<file path="config.mk">
export PLATFORM = sky130hd
export DESIGN_NAME = nios_system_sysid_ctl
export DESIGN_NICKNAME = d
export VERILOG_FILES = /design/src/rtl/nios_system_sysid_pkg.sv /design/src/rtl/nios_system_sysid_uptime.sv /design/src/rtl/nios_system_sysid_ctl.sv
export SDC_FILE = /design/constraint.sdc
export NUM_CORES = 1
export LEC_CHECK = 0
export CAP_MARGIN = 5
export CORE_ASPECT_RATIO = 1.1
export CORE_MARGIN = 3
export CORE_UTILIZATION = 35
export CTS_BUF_LIST = sky130_fd_sc_hd__clkbuf_8
export CTS_CLUSTER_SIZE = 16
export DETAILED_ROUTE_END_ITERATION = 8
export PLACE_DENSITY = 0.5
export SETUP_SLACK_MARGIN = 0.3
export SYNTH_ARGS = -nofsm -noshare
export SYNTH_HDL_FRONTEND = slang
export SYNTH_SLANG_ARGS = --single-unit
</file>
<file path="constraint.sdc">
create_clock -name clock -period 3.1 [get_ports clock]
set_clock_uncertainty 0.15 [all_clocks]
set_input_delay 0.93 -clock clock [delete_from_list [all_inputs] [get_ports clock]]
set_output_delay 0.93 -clock clock [all_outputs]
set_load 0.01 [all_outputs]
</file>
<file path="src/rtl/nios_system_sysid_pkg.sv">
// Shared register map, control/status bit positions and helpers for the
// system-ID / uptime control block.
package nios_system_sysid_pkg;

    localparam logic [3:0] ADDR_ID        = 4'd0;
    localparam logic [3:0] ADDR_TIMESTAMP = 4'd1;
    localparam logic [3:0] ADDR_CAPS      = 4'd2;
    localparam logic [3:0] ADDR_CTRL      = 4'd3;
    localparam logic [3:0] ADDR_STATUS    = 4'd4;
    localparam logic [3:0] ADDR_CNT_LO    = 4'd5;
    localparam logic [3:0] ADDR_CNT_HI    = 4'd6;
    localparam logic [3:0] ADDR_CMP       = 4'd7;
    localparam logic [3:0] ADDR_SCRATCH0  = 4'd8;

    localparam int unsigned CTRL_CNT_EN  = 0;
    localparam int unsigned CTRL_IRQ_EN  = 1;
    localparam int unsigned CTRL_CNT_CLR = 2;
    localparam int unsigned STATUS_MATCH = 0;

    localparam logic [7:0] SYSID_VERSION = 8'h02;

    // Replace only the byte lanes selected by be.
    function automatic logic [31:0] be_merge(input logic [31:0] old_val,
                                             input logic [31:0] new_val,
                                             input logic [3:0]  be);
        logic [31:0] mask;
        for (int unsigned i = 0; i < 4; i++) begin
            mask[i*8 +: 8] = {8{be[i]}};
        end
        return (old_val & ~mask) | (new_val & mask);
    endfunction

endpackage

</file>
<file path="src/rtl/nios_system_sysid_uptime.sv">
// 64-bit free-running uptime counter with high-word snapshot and
// low-word compare against CMP.
module nios_system_sysid_uptime
    import nios_system_sysid_pkg::*;
(
    input  logic        clock,
    input  logic        reset_n,
    input  logic        cnt_en,
    input  logic        cnt_clr,
    input  logic        snap,
    input  logic [31:0] cmp,
    output logic [31:0] cnt_lo,
    output logic [31:0] cnt_hi_snap,
    output logic        match
);

    logic [63:0] cnt_q;
    logic [31:0] snap_q;

    always_ff @(posedge clock or negedge reset_n) begin
        if (!reset_n) begin
            cnt_q  <= '0;
            snap_q <= '0;
        end else begin
            // Clear wins over the increment scheduled for the same edge.
            if (cnt_clr) begin
                cnt_q <= '0;
            end else if (cnt_en) begin
                cnt_q <= cnt_q + 64'd1;
            end
            if (snap) begin
                snap_q <= cnt_q[63:32];
            end
        end
    end

    assign cnt_lo      = cnt_q[31:0];
    assign cnt_hi_snap = snap_q;
    assign match       = cnt_en && (cnt_q[31:0] == cmp);

endmodule

</file>
<file path="src/rtl/nios_system_sysid_ctl.sv">
// System-ID control block: register decode, byte-lane writes, registered
// 1-cycle read response and match interrupt.
module nios_system_sysid_ctl
    import nios_system_sysid_pkg::*;
#(
    parameter logic [31:0] ID_VALUE    = 32'h0,
    parameter logic [31:0] TIMESTAMP   = 32'h0,
    parameter int unsigned NUM_SCRATCH = 4
) (
    input  logic        clock,
    input  logic        reset_n,
    input  logic [3:0]  address,
    input  logic        read,
    input  logic        write,
    input  logic [31:0] writedata,
    input  logic [3:0]  byteenable,
    output logic [31:0] readdata,
    output logic        readdatavalid,
    output logic        irq
);

    logic                   cnt_en_q;
    logic                   irq_en_q;
    logic                   match_q;
    logic [31:0]            cmp_q;
    logic [31:0]            scratch_q [NUM_SCRATCH];

    logic [31:0]            cnt_lo;
    logic [31:0]            cnt_hi_snap;
    logic                   match_ev;

    logic                   wr_ctrl;
    logic                   wr_cmp;
    logic                   status_w1c;
    logic                   cnt_clr;
    logic                   snap;
    logic [NUM_SCRATCH-1:0] wr_scratch;
    logic [31:0]            rd_mux;

    always_comb begin
        wr_ctrl    = write && (address == ADDR_CTRL);
        wr_cmp     = write && (address == ADDR_CMP);
        status_w1c = write && (address == ADDR_STATUS) && byteenable[0]
                     && writedata[STATUS_MATCH];
        cnt_clr    = wr_ctrl && byteenable[0] && writedata[CTRL_CNT_CLR];
        snap       = read && (address == ADDR_CNT_LO);
        for (int unsigned i = 0; i < NUM_SCRATCH; i++) begin
            wr_scratch[i] = write && (address == 4'(ADDR_SCRATCH0 + i));
        end
    end

    nios_system_sysid_uptime u_uptime (
        .clock       (clock),
        .reset_n     (reset_n),
        .cnt_en      (cnt_en_q),
        .cnt_clr     (cnt_clr),
        .snap        (snap),
        .cmp         (cmp_q),
        .cnt_lo      (cnt_lo),
        .cnt_hi_snap (cnt_hi_snap),
        .match       (match_ev)
    );

    always_comb begin
        rd_mux = '0;
        case (address)
            ADDR_ID:        rd_mux = ID_VALUE;
            ADDR_TIMESTAMP: rd_mux = TIMESTAMP;
            ADDR_CAPS:      rd_mux = {16'h0, SYSID_VERSION, 4'h0, 4'(NUM_SCRATCH)};
            ADDR_CTRL: begin
                rd_mux[CTRL_CNT_EN] = cnt_en_q;
                rd_mux[CTRL_IRQ_EN] = irq_en_q;
            end
            ADDR_STATUS:    rd_mux[STATUS_MATCH] = match_q;
            ADDR_CNT_LO:    rd_mux = cnt_lo;
            ADDR_CNT_HI:    rd_mux = cnt_hi_snap;
            ADDR_CMP:       rd_mux = cmp_q;
            default:        rd_mux = '0;
        endcase
        for (int unsigned i = 0; i < NUM_SCRATCH; i++) begin
            if (address == 4'(ADDR_SCRATCH0 + i)) begin
                rd_mux = scratch_q[i];
            end
        end
    end

    always_ff @(posedge clock or negedge reset_n) begin
        if (!reset_n) begin
            cnt_en_q      <= 1'b0;
            irq_en_q      <= 1'b0;
            match_q       <= 1'b0;
            cmp_q         <= '0;
            irq           <= 1'b0;
            readdata      <= '0;
            readdatavalid <= 1'b0;
            for (int unsigned i = 0; i < NUM_SCRATCH; i++) begin
                scratch_q[i] <= '0;
            end
        end else begin
            if (wr_ctrl && byteenable[0]) begin
                cnt_en_q <= writedata[CTRL_CNT_EN];
                irq_en_q <= writedata[CTRL_IRQ_EN];
            end
            if (wr_cmp) begin
                cmp_q <= be_merge(cmp_q, writedata, byteenable);
            end
            for (int unsigned i = 0; i < NUM_SCRATCH; i++) begin
                if (wr_scratch[i]) begin
                    scratch_q[i] <= be_merge(scratch_q[i], writedata, byteenable);
                end
            end

            // A new match beats a simultaneous write-1-to-clear.
            if (match_ev) begin
                match_q <= 1'b1;
            end else if (status_w1c) begin
                match_q <= 1'b0;
            end
            irq <= match_q && irq_en_q;

            readdatavalid <= read;
            if (read) begin
                readdata <= rd_mux;
            end
        end
    end

endmodule
</file>
# After elaboration in Yosys (flattened, before gate mapping)
# Cells that the tools add are included.
# classes
addsub	1
reduce_logical	16
muxes	11
bitwise_logic	12
n_eq_ne	11
# ops
op	count
bitwise AND 32 bit	6
OR 32 bit	5
2-to-1 mux 32 bit	4
2-to-1 mux 64 bit	2
case mux 30 bit (4 select lines)	1
adder 64 x 1 -> 64 bit (second input constant)	1
== test 32 bit	1
inverter 32 bit	1
== test 4 x 3 -> 1 bit (second input constant)	4
== test 4 bit (second input constant)	4
logical AND 1 bit	14
== test 4 x 2 -> 1 bit (second input constant)	2
case mux 1 bit (5 select lines)	1
case mux 1 bit (4 select lines)	1
nonzero test 2 bit	2
2-to-1 mux 1 bit	2
# word_totals
in_bits	44
out_inout_bits	34
ff_bits	293

# Longest topological paths before layout
# depth
depth_word	6
depth_mapped	8

# Hierarchy
# A second synthesis with hierarchy kept.
# unflattened
hier_cells	1365
area_unflattened_um2	15056.9
# modules_own_cells
mod	n_inst	area_each_um2	cells_per_inst	seq_area_each_um2
nios_system_sysid_ctl	1	9710.6	828	4929.7
nios_system_sysid_uptime	1	5346.4	537	2402.3

# Worst setup path before layout
# No wires, ideal clock.
# synth_path
kind	in2reg
startpoint	input address[0]
endpoint	register readdata[12]
slack_ps	249
cell_stages	5
t_arrival_ps	2575
t_required_ps	2824
n_path_buf	2
cell_sequence	buf_2 buf_1 mux4_2 a221oi_1 nor2_1
# synth_via
elab_chain_cells	6
elab_cells_between_ends	13
classes_between	eq/ne (8); mux (5)
# synth_rtl
element	line_no	text
start: declaration	nios_system_sysid_ctl.sv:12	input logic [3:0] address,
== test 4 x 3 -> 1 bit / == test 4 x 2 -> 1 bit (equally long branches)	nios_system_sysid_ctl.sv:66	case (address)
case mux 30 bit (4 select lines)	nios_system_sysid_ctl.sv:66	
2-to-1 mux 32 bit (3 in a row)	nios_system_sysid_ctl.sv:81	if (address == 4'(ADDR_SCRATCH0 + i)) begin
2-to-1 mux 32 bit (*)	nios_system_sysid_ctl.sv:81	
end signal: assignment	nios_system_sysid_ctl.sv:123	readdata <= rd_mux;
end: declaration	nios_system_sysid_ctl.sv:17	output logic [31:0] readdata,
# Every way passes the cells marked *; elsewhere a longest branch is shown, timed or not.
# A chain may end at the register's enable or synchronous reset.

# Worst setup path in the final report
# layout_path
startpoint	input address[2]
endpoint	register u_uptime.cnt_q[35]
# layout_via
elab_chain_cells	5
elab_cells_between_ends	6
classes_between	eq/ne (1); mux (1); reduce/logical (4)
# layout_rtl
element	line_no	text
== test 4 x 2 -> 1 bit (*)	nios_system_sysid_ctl.sv:41	wr_ctrl = write && (address == ADDR_CTRL);
logical AND 1 bit (*)	nios_system_sysid_ctl.sv:41	
logical AND 1 bit (*) (2 in a row)	nios_system_sysid_ctl.sv:45	cnt_clr = wr_ctrl && byteenable[0] && writedata[CTRL_CNT_CLR];
2-to-1 mux 64 bit / nonzero test 2 bit (equally long branches)	--	
end signal: assignment	nios_system_sysid_uptime.sv:29	cnt_q <= cnt_q + 64'd1;
end: declaration	nios_system_sysid_uptime.sv:17	logic [63:0] cnt_q;
# Marked as above.

==> results.md <==
- Status: completed
- Ys async rst share: 1.00
- CP Class: in2reg
- Avg Cell Area, Syn: 11.7 um2
- Synth top area cells: dfrtp_1, mux2_2, nor2_1, xnor2_1, mux4_2
- Drt first-iter violations: 733
- Post-Route WL: 43,200 um
- Simple-Gate Fraction of Synth Area: 0.127
- Post-DR vias/cell: 5.47
- Max-slew violations: 0
- Final Hold Viols: 0
- Routed len/inst: 22.7 um
- Post-synth EDFFs: 0
- Initial antenna violation count: 0
- CTS Buf Count: 52
- Largest net degree at the start of global routing: 63
- Via count: 10,400
- Post-Synthesis Cells: 1,203
- Top Ports: 78
- Worst path max stage delay: 0.58 ns
- Pin slew with the least headroom to its limit: 0.697 ns
- Clock slew at reported path FFs: 0.06 ns
- R2r setup slk: 0.45 ns
- Syn nets: 1,248
- Sink Count: 293
- Multi-input logic area: 0.00646 mm2
- Rows: 76
- Post-Syn Area: 0.0141 mm2
- Area leader, netlist: dfrtp_1
- Share of the synthesized area in the top cell type: 0.519
- First-pass GRT wire length: 66,900 um
- Crit start category: input pin
- N_diodes: 0
- Chip height: 217 um
- XOR/XNOR Fraction of Synth Area: 0.0441
- Cells after DPL: 1,815
- Pre-Repair DR Iteration Count: 5
- Clk_lat worst skew: 0.64 ns
- Area growth syn-to-layout: 21.5%
- Nets@finish: 1,407
- Tcrit/Tclk final: 0.867
- Post-DP HPWL: 31,400 um
- CP max-delay cell: clkdlybuf4s50_1
- Crit-path max FO: 9
- CP Capture Type: register
- Register area share after synthesis: 0.519
- RD Place Congestion: 0.839
- Port Buffer Count: 77
- Most common cell after layout, fill and taps aside: dfrtp_1
- PD cells: 678 mW/mm2
- Largest family of logic cells by synthesized area: multiplexers
- Lkg Pwr: 7.18 nW
- Most frequent cells in the layout: dfrtp_1, mux2_2, nor2_1
- Post-synthesis mux area share: 0.197
- Final worst path period need: 2.69 ns
- Fmax: 372 MHz
- Fill cell count: 3,779
- Most frequent CP cell: buf_4
- Post-Layout Cell Count: 1,905
- RSZ-0062 raised after global routing: false
- Total grt overflow: 0
- Overall Global Routing Usage: 0.205
- CTS Root Cell: clkbuf_8
- CP arrival: 3.10 ns
- Min-Delay Path Class: in2async
- Longest Clk Path Bufs: 3
- Synth cell types: 55
- CP required: 3.51 ns
- Worst-path cell chain: clkdlybuf4s50_1 -> nand3b_1 -> nor4_2 -> buf_4 -> o2111ai_1 -> buf_4 -> or4_1 -> a21oi_1
- Top_reg_cell synth: dfrtp_1
- Layout cells sized above 1: 0.304
- Initial Util: 0.358
- H-tree Lvls: 2
- Adder-Cell Fraction of Synth Area: 0.000886
- Drt drc: 0
- Top Family by Delay on Critical Path: buffers and inverters
- Vias in the first global route: 10,700
- Full die area: 0.0428 mm2
- Final count of negative-setup-slack endpoints: 0
- Core box area: 0.0395 mm2
- WP buf/inv: 3
- Storage element area: 0.00733 mm2
- Die width: 197 um
- Post-route ant nets: 0
- Yosys warning count: 0
- Post-route setup TNS: 0 ns
- Complex-gate fraction of the synthesized area: 0.0879
- Max_slew headroom: 0.532
- Cts hold-fix bufs: 0
- Max-Cap Viols: 0
- CTS tree: done
- Peak VDD IR: 246 uV
- Yosys reg bits: 293
==> through the flow <==
stage                     total power, mW  hold slack [ns]  setup WS, ns  instance area (um2)  utilization
final                                11.6           0.0980         0.413                17200        0.435
after floorplan                      6.87            0.300         0.359                14100            -
after CTS                            11.8           0.0605         0.353                17100        0.435
after global routing                 12.2           0.0985         0.306                17200        0.435
after global placement               7.97            0.316        -0.181                16100        0.408
after detailed placement             8.01            0.326        -0.178                16100        0.408
==> Yosys cell counts, drive strengths merged, types with 2 or more instances <==
cell     count
a211o       13
a21oi       43
a221oi      31
a22o        17
a31oi       13
and2         6
and3         4
and4         8
buf         23
clkbuf      46
dfrtp      293
inv         14
mux2       215
mux2i        2
mux4        15
nand2       53
nand3       38
nand4       33
nor2       118
nor2b        6
nor3        13
nor4        23
nor4b        2
o211ai       2
o21ai       28
o22ai       15
o2bb2ai      2
o31ai       11
o41ai        2
or2          2
or3         14
or4         16
xnor2       42
xor2        29
==> layout make-up <==
| class | count | share of cell area |
|---|---|---|
| clock buffer | 71 | 0.0570 |
| clock inverter | 19 | 0.00481 |
| inverter | 14 | 0.00306 |
| multi-input combinational | 827 | 0.376 |
| sequential | 293 | 0.427 |
| tap | 507 | 0.0370 |
| timing repair buffer | 174 | 0.0943 |
==> path summary, 6_finish.rpt <==
kind                                                        endpoint  cells past startpoint                                 start
max in group asynchronous       u_uptime.cnt_hi_snap[21]$_DFFE_PN0P_                      2                               reset_n
worst min-delay path                      asynchronous set/reset pin                      1                               reset_n
worst min register to register  u_uptime.cnt_hi_snap[12]$_DFFE_PN0P_                      2  u_uptime.cnt_hi_snap[12]$_DFFE_PN0P_
worst max register to register        u_uptime.cnt_q[45]$_DFFE_PN0P_                      5         u_uptime.cnt_q[1]$_DFFE_PN0P_
worst max-delay path                  u_uptime.cnt_q[35]$_DFFE_PN0P_                      8                            address[2]
min in group clock              u_uptime.cnt_hi_snap[12]$_DFFE_PN0P_                      2  u_uptime.cnt_hi_snap[12]$_DFFE_PN0P_
==> power by group <==
| group | total, mW | switching, mW | internal, mW |
|---|---|---|---|
| sequential | 5.45 | 0.829 | 4.62 |
| combinational | 2.50 | 1.22 | 1.28 |
| clock | 3.67 | 1.65 | 2.02 |
| total | 11.6 | 3.70 | 7.92 |
==> per-layer routing <==
metal / share of wire / vias to the layer above / global-route usage
li1: - / 4804 / -
met5: 0 / - / 0
met1: 0.44 / 5304 / 0.274
met4: 0.025 / 0 / 0.0608
met3: 0.051 / 64 / 0.0429
met2: 0.48 / 249 / 0.336
==> timing repair <==
item,in CTS,in global routing
resized for setup,0,1
setup endpoints to repair,0,1
setup buffers,0,0
==> logic make-up after synthesis <==
group	after synthesis
adder cells (fa/ha/maj)	1
XOR/XNOR	71
AO/OA/AOI/OAI	182
AND/OR/NAND/NOR	341
multiplexers	232
flip-flops	293
buffers and inverters	83
Power figures use the tool's default switching activity.
==> patch 1, RTL diff (same settings) <==
Put one more register stage on the output `readdata`, with the module's reset. The value now appears one clock later. The other outputs are not delayed to match.
--- a/src/rtl/nios_system_sysid_ctl.sv
+++ b/src/rtl/nios_system_sysid_ctl.sv
@@ -19,4 +19,6 @@
     output logic        irq
 );
+
+    logic [31:0] readdata_s0;
 
     logic                   cnt_en_q;
@@ -92,5 +94,5 @@
             cmp_q         <= '0;
             irq           <= 1'b0;
-            readdata      <= '0;
+            readdata_s0   <= '0;
             readdatavalid <= 1'b0;
             for (int unsigned i = 0; i < NUM_SCRATCH; i++) begin
@@ -121,8 +123,16 @@
             readdatavalid <= read;
             if (read) begin
-                readdata <= rd_mux;
+                readdata_s0 <= rd_mux;
             end
         end
     end
 
+    always_ff @(posedge clock or negedge reset_n) begin
+        if (!reset_n) begin
+            readdata <= '0;
+        end else begin
+            readdata <= readdata_s0;
+        end
+    end
+
 endmodule
Formal check against the unedited RTL: not equivalent (a bounded check fails within 4 cycles, from zero or initial values and one cycle with reset_n low).
==> patch 1 against the original RTL <==
Die area grew 6.2%. Wire length is 4.6% lower. Sequential cell count is 32 higher. Critical path type unchanged. Area after synthesis rose by 6.4%. Fmax down 2.1%. Power up 2.9%. Clock power grew 6.8%. Setup slack worse by 59 ps. Final area increased by 6.8%.
==> patch 1: results (changes against the original RTL) <==
filler cell count -> 4027 (+6.6%)
first-pass GRT wire length -> 65500 µm (-2.1%)
nets@finish -> 1505 (+7.0%)
largest net degree at the start of global routing -> 83 (+32%)
Worst VDD drop -> 0.000293 V (+19%)
CP Max Fanout -> 6 (-3)
layout cells sized above 1 -> 28.8% (-1.6 points)
adder-cell share of the synthesized area -> 0.0833% (-0.0053 points)
compound-cell area share of the yosys netlist -> 10.5% (+1.7 points)
Synth Area in XOR/XNOR -> 3.44% (-0.96 points)
Skew-Pair Late Insertion Delay -> 610 ps (-30 ps)
placed cell areas -> 0.0171 mm² (+6.5%)
CTS Buf Count -> 56 (+7.7%)
syn nets -> 1348 (+8.0%)
library cells used by synthesis -> 60 (+9.1%)
wire per inst -> 20.0 µm (-12%)
CP arrival -> 3110 ps (about the same)
Initial DRC Count -> 691 (-5.7%)
Final GP Congestion -> 0.828 (-1.3%)
port bufs -> 77 (unchanged)
Worst-Margin Slew -> 569 ps (-128 ps)
placed wire-length estimate -> 29700 µm (-5.7%)
Via density -> 5.29 (-3.3%)
top post-synthesis cells by area -> dfrtp_1 54%, mux2_2 16%, nor2_1 3.1%, a211oi_1 2.4%, xor2_1 2.1%
flop-to-flop setup slack -> 430 ps (-20 ps)
Pleak -> 7.61 nW (+6.1%)
commonest cells in the netlist -> 325 x dfrtp_1, 220 x mux2_2, 123 x nor2_1
status -> finished clean
register area share after synthesis -> 54.2% (+2.2 points)
family with the most delay on the worst path -> simple AND/OR/NAND/NOR gates
vias in the first global route -> 10910 (+1.7%)
-- patch 1: worst max-delay path by stage --
stage / from / end / slack, ps / depth (start not counted)
final: write / u_uptime.cnt_q[54] / 350 / 7
after global placement: write / u_uptime.cnt_q[32] / -250 / 8
after CTS: u_uptime.cnt_q[0] / u_uptime.cnt_q[54] / 340 / 6
after detailed placement: write / u_uptime.cnt_q[54] / -270 / 7
after global routing: write / u_uptime.cnt_q[54] / 310 / 7
after floorplan: address[0] / u_uptime.cnt_q[42] / 330 / 7
-- patch 1: power breakdown --
group	internal (mW)	switching (mW)
Clock	2.15	1.77
Sequential	5.06	0.794
Combinational	1.13	1.05
Total	8.34	3.62
-- patch 1: cells by family after synthesis --
group,count (synthesis)
buffers and inverters,88
muxes,227
AOI/OAI and AO/OA,247
DFF,325
xor gates and xnor gates,59
and+or+nand+nor,356
adders and majority gates,1
-- patch 1: final cells by class --
type,count,area (µm²),area share [%]
well taps,560,701,3.83
clock inverters,28,131,0.717
inverters,9,33.8,0.184
clock buffers,75,1030,5.64
multi-input cells,890,6550,35.8
repair buffers,178,1720,9.42
flip-flops and latches,325,8140,44.4
-- patch 1: what timing repair did --
| action | in CTS | in global routing |
|---|---|---|
| setup endpoints to repair | 0 | 13 |
| hold endpoints to repair | 0 | 0 |
| resized for setup | 0 | 5 |
-- patch 1: routing by layer --
layer | vias to the layer above | part of all wire (%) | global-route usage (%)
li1 | 5109 | - | -
met1 | 5543 | 48 | 26.4
met2 | 203 | 46 | 28.7
met3 | 66 | 3.6 | 2.71
met4 | 0 | 2.2 | 5.00
met5 | - | 0 | 0
-- patch 1: worst register-to-register path, delay by kind of cell, from the launching register on --
kind,cells,cell delay [ps]
flip-flops,1,510
AO/OA/AOI/OAI,1,160
AND/OR/NAND/NOR,4,1770
-- patch 1: metrics by stage --
| stage | setup TNS [ps] | instances | hold WS (ps) |
|---|---|---|---|
| final | 0 | 2065 | 105 |
| after global placement | -3290 | 1962 | 211 |
| after floorplan | 0 | 1303 | 200 |
| after global routing | 0 | 2065 | 100 |
| after detailed placement | -3940 | 1962 | 209 |
| after CTS | 0 | 2065 | 80.7 |
==> patch 2, RTL diff (same flow settings) <==
Made on the original files. Change the parameter `NUM_SCRATCH` from 4 to 8.
--- a/src/rtl/nios_system_sysid_ctl.sv
+++ b/src/rtl/nios_system_sysid_ctl.sv
@@ -6,5 +6,5 @@
     parameter logic [31:0] ID_VALUE    = 32'h0,
     parameter logic [31:0] TIMESTAMP   = 32'h0,
-    parameter int unsigned NUM_SCRATCH = 4
+    parameter int unsigned NUM_SCRATCH = 8
 ) (
     input  logic        clock,
Behaviour: not the same (Yosys sat finds a counterexample within 4 cycles, from zero or initial values and one cycle with reset_n low).
==> patch 2 against the original RTL <==
Final area increased by 42%. Setup slack got worse by 40 ps. Wire length up 48%. Combinational power is 19% higher. Count of clock-buffer cells in the layout increased by 25. Global-route usage is 0.94 points higher. Die area grew 40%. Power rose by 35%. Critical path depth fell by 7. Sequential cell count rose by 128. Area after synthesis up 41%. Hold slack worse by 38 ps. Critical path type is now register to primary output. Highest routed layer is now met5.
==> patch 2: results (changes against the original RTL) <==
status -> finished clean
WL met3 -> 2920 µm (+33%)
Cell Count Post-Placement -> 2522 (+39%)
Place WS -> -95.2 ps (+82.6 ps)
Pleak -> 10.3 nW (+43%)
compound-cell area share of the yosys netlist -> 10.1% (+1.3 points)
met1 WL -> 29100 µm (+52%)
syn nets -> 1677 (+34%)
Seq pwr share -> 48.9% (+2.0 points)
nets@finish -> 1899 (+35%)
worst slew margin relative to its limit -> 60.5% (+7.3 points)
vias in the first global route -> 14876 (+39%)
met2 GRT Util -> 34.1% (+0.42 points)
library cells used by synthesis -> 66 (+20%)
largest net degree at the start of global routing -> 76 (+21%)
layout cells sized above 1 -> 34.3% (+3.9 points)
uppermost layer routed -> met5
P_clk -> 5.04 mW (+37%)
initial antenna violation count -> 2 (+2)
adder-cell share of the synthesized area -> 0.0628% (-0.026 points)
mux cell area share after synthesis -> 21.1% (+1.4 points)
GR Layer Usage met3 -> 3.78% (-0.51 points)
Synth Area in XOR/XNOR -> 2.99% (-1.4 points)
post-cts resize count -> 1 (+1)
top post-synthesis cells by area -> dfrtp_1 53%, mux2_2 20%, xor2_1 1.9%, nor2_1 1.8%, nand2_1 1.7%
fin cells -> 2644 (+39%)
CP arrival -> 1650 ps (-1450 ps)
Via density -> 5.48 (+0.24%)
placed wire-length estimate -> 45400 µm (+45%)
Cell Int Power -> 10.9 mW (+38%)
met1 Use GR -> 29.6% (+2.2 points)
commonest cells in the netlist -> 421 x dfrtp_1, 346 x mux2_2, 97 x nor2_1
Final GP Congestion -> 0.831 (-0.98%)
first-pass GRT wire length -> 96400 µm (+44%)
wire per inst -> 24.1 µm (+6.5%)
wire length on met2 -> 30100 µm (+44%)
placed cell areas -> 0.0229 mm² (+42%)
Worst VDD drop -> 0.000279 V (+13%)
CTS Buf Count -> 74 (+42%)
-- patch 2: cell types whose count changed after synthesis, moves of 21 or more --
| cell | unedited run | this run |
|---|---|---|
| o21ai_0 | 28 | 54 |
| nor2_1 | 118 | 97 |
| mux2i_1 | 2 | 26 |
| nand2_1 | 53 | 92 |
| dfrtp_1 | 293 | 421 |
| a21oi_1 | 43 | 21 |
| mux2_2 | 215 | 346 |
-- patch 2: final cells by class --
type	count	area share, %
clock buffers	96	5.44
inverters	14	0.216
repair buffers	235	9.94
flip-flops and latches	421	43.4
multi-input cells	1108	36.8
clock inverters	26	0.448
well taps	744	3.83
-- patch 2: worst paths after layout --
| path | start | to | slack (ps) |
|---|---|---|---|
| max in group asynchronous | reset_n | readdata[30] | 1940 |
| min in group clock | register | register | 330 |
| hold reg to reg | register | register | 330 |
| hold / removal | reset_n | async pin | 60 |
| setup reg to reg | u_uptime.cnt_q[31] | u_uptime.cnt_q[50] | 560 |
| setup / recovery | readdata[3] | readdata[3] | 370 |
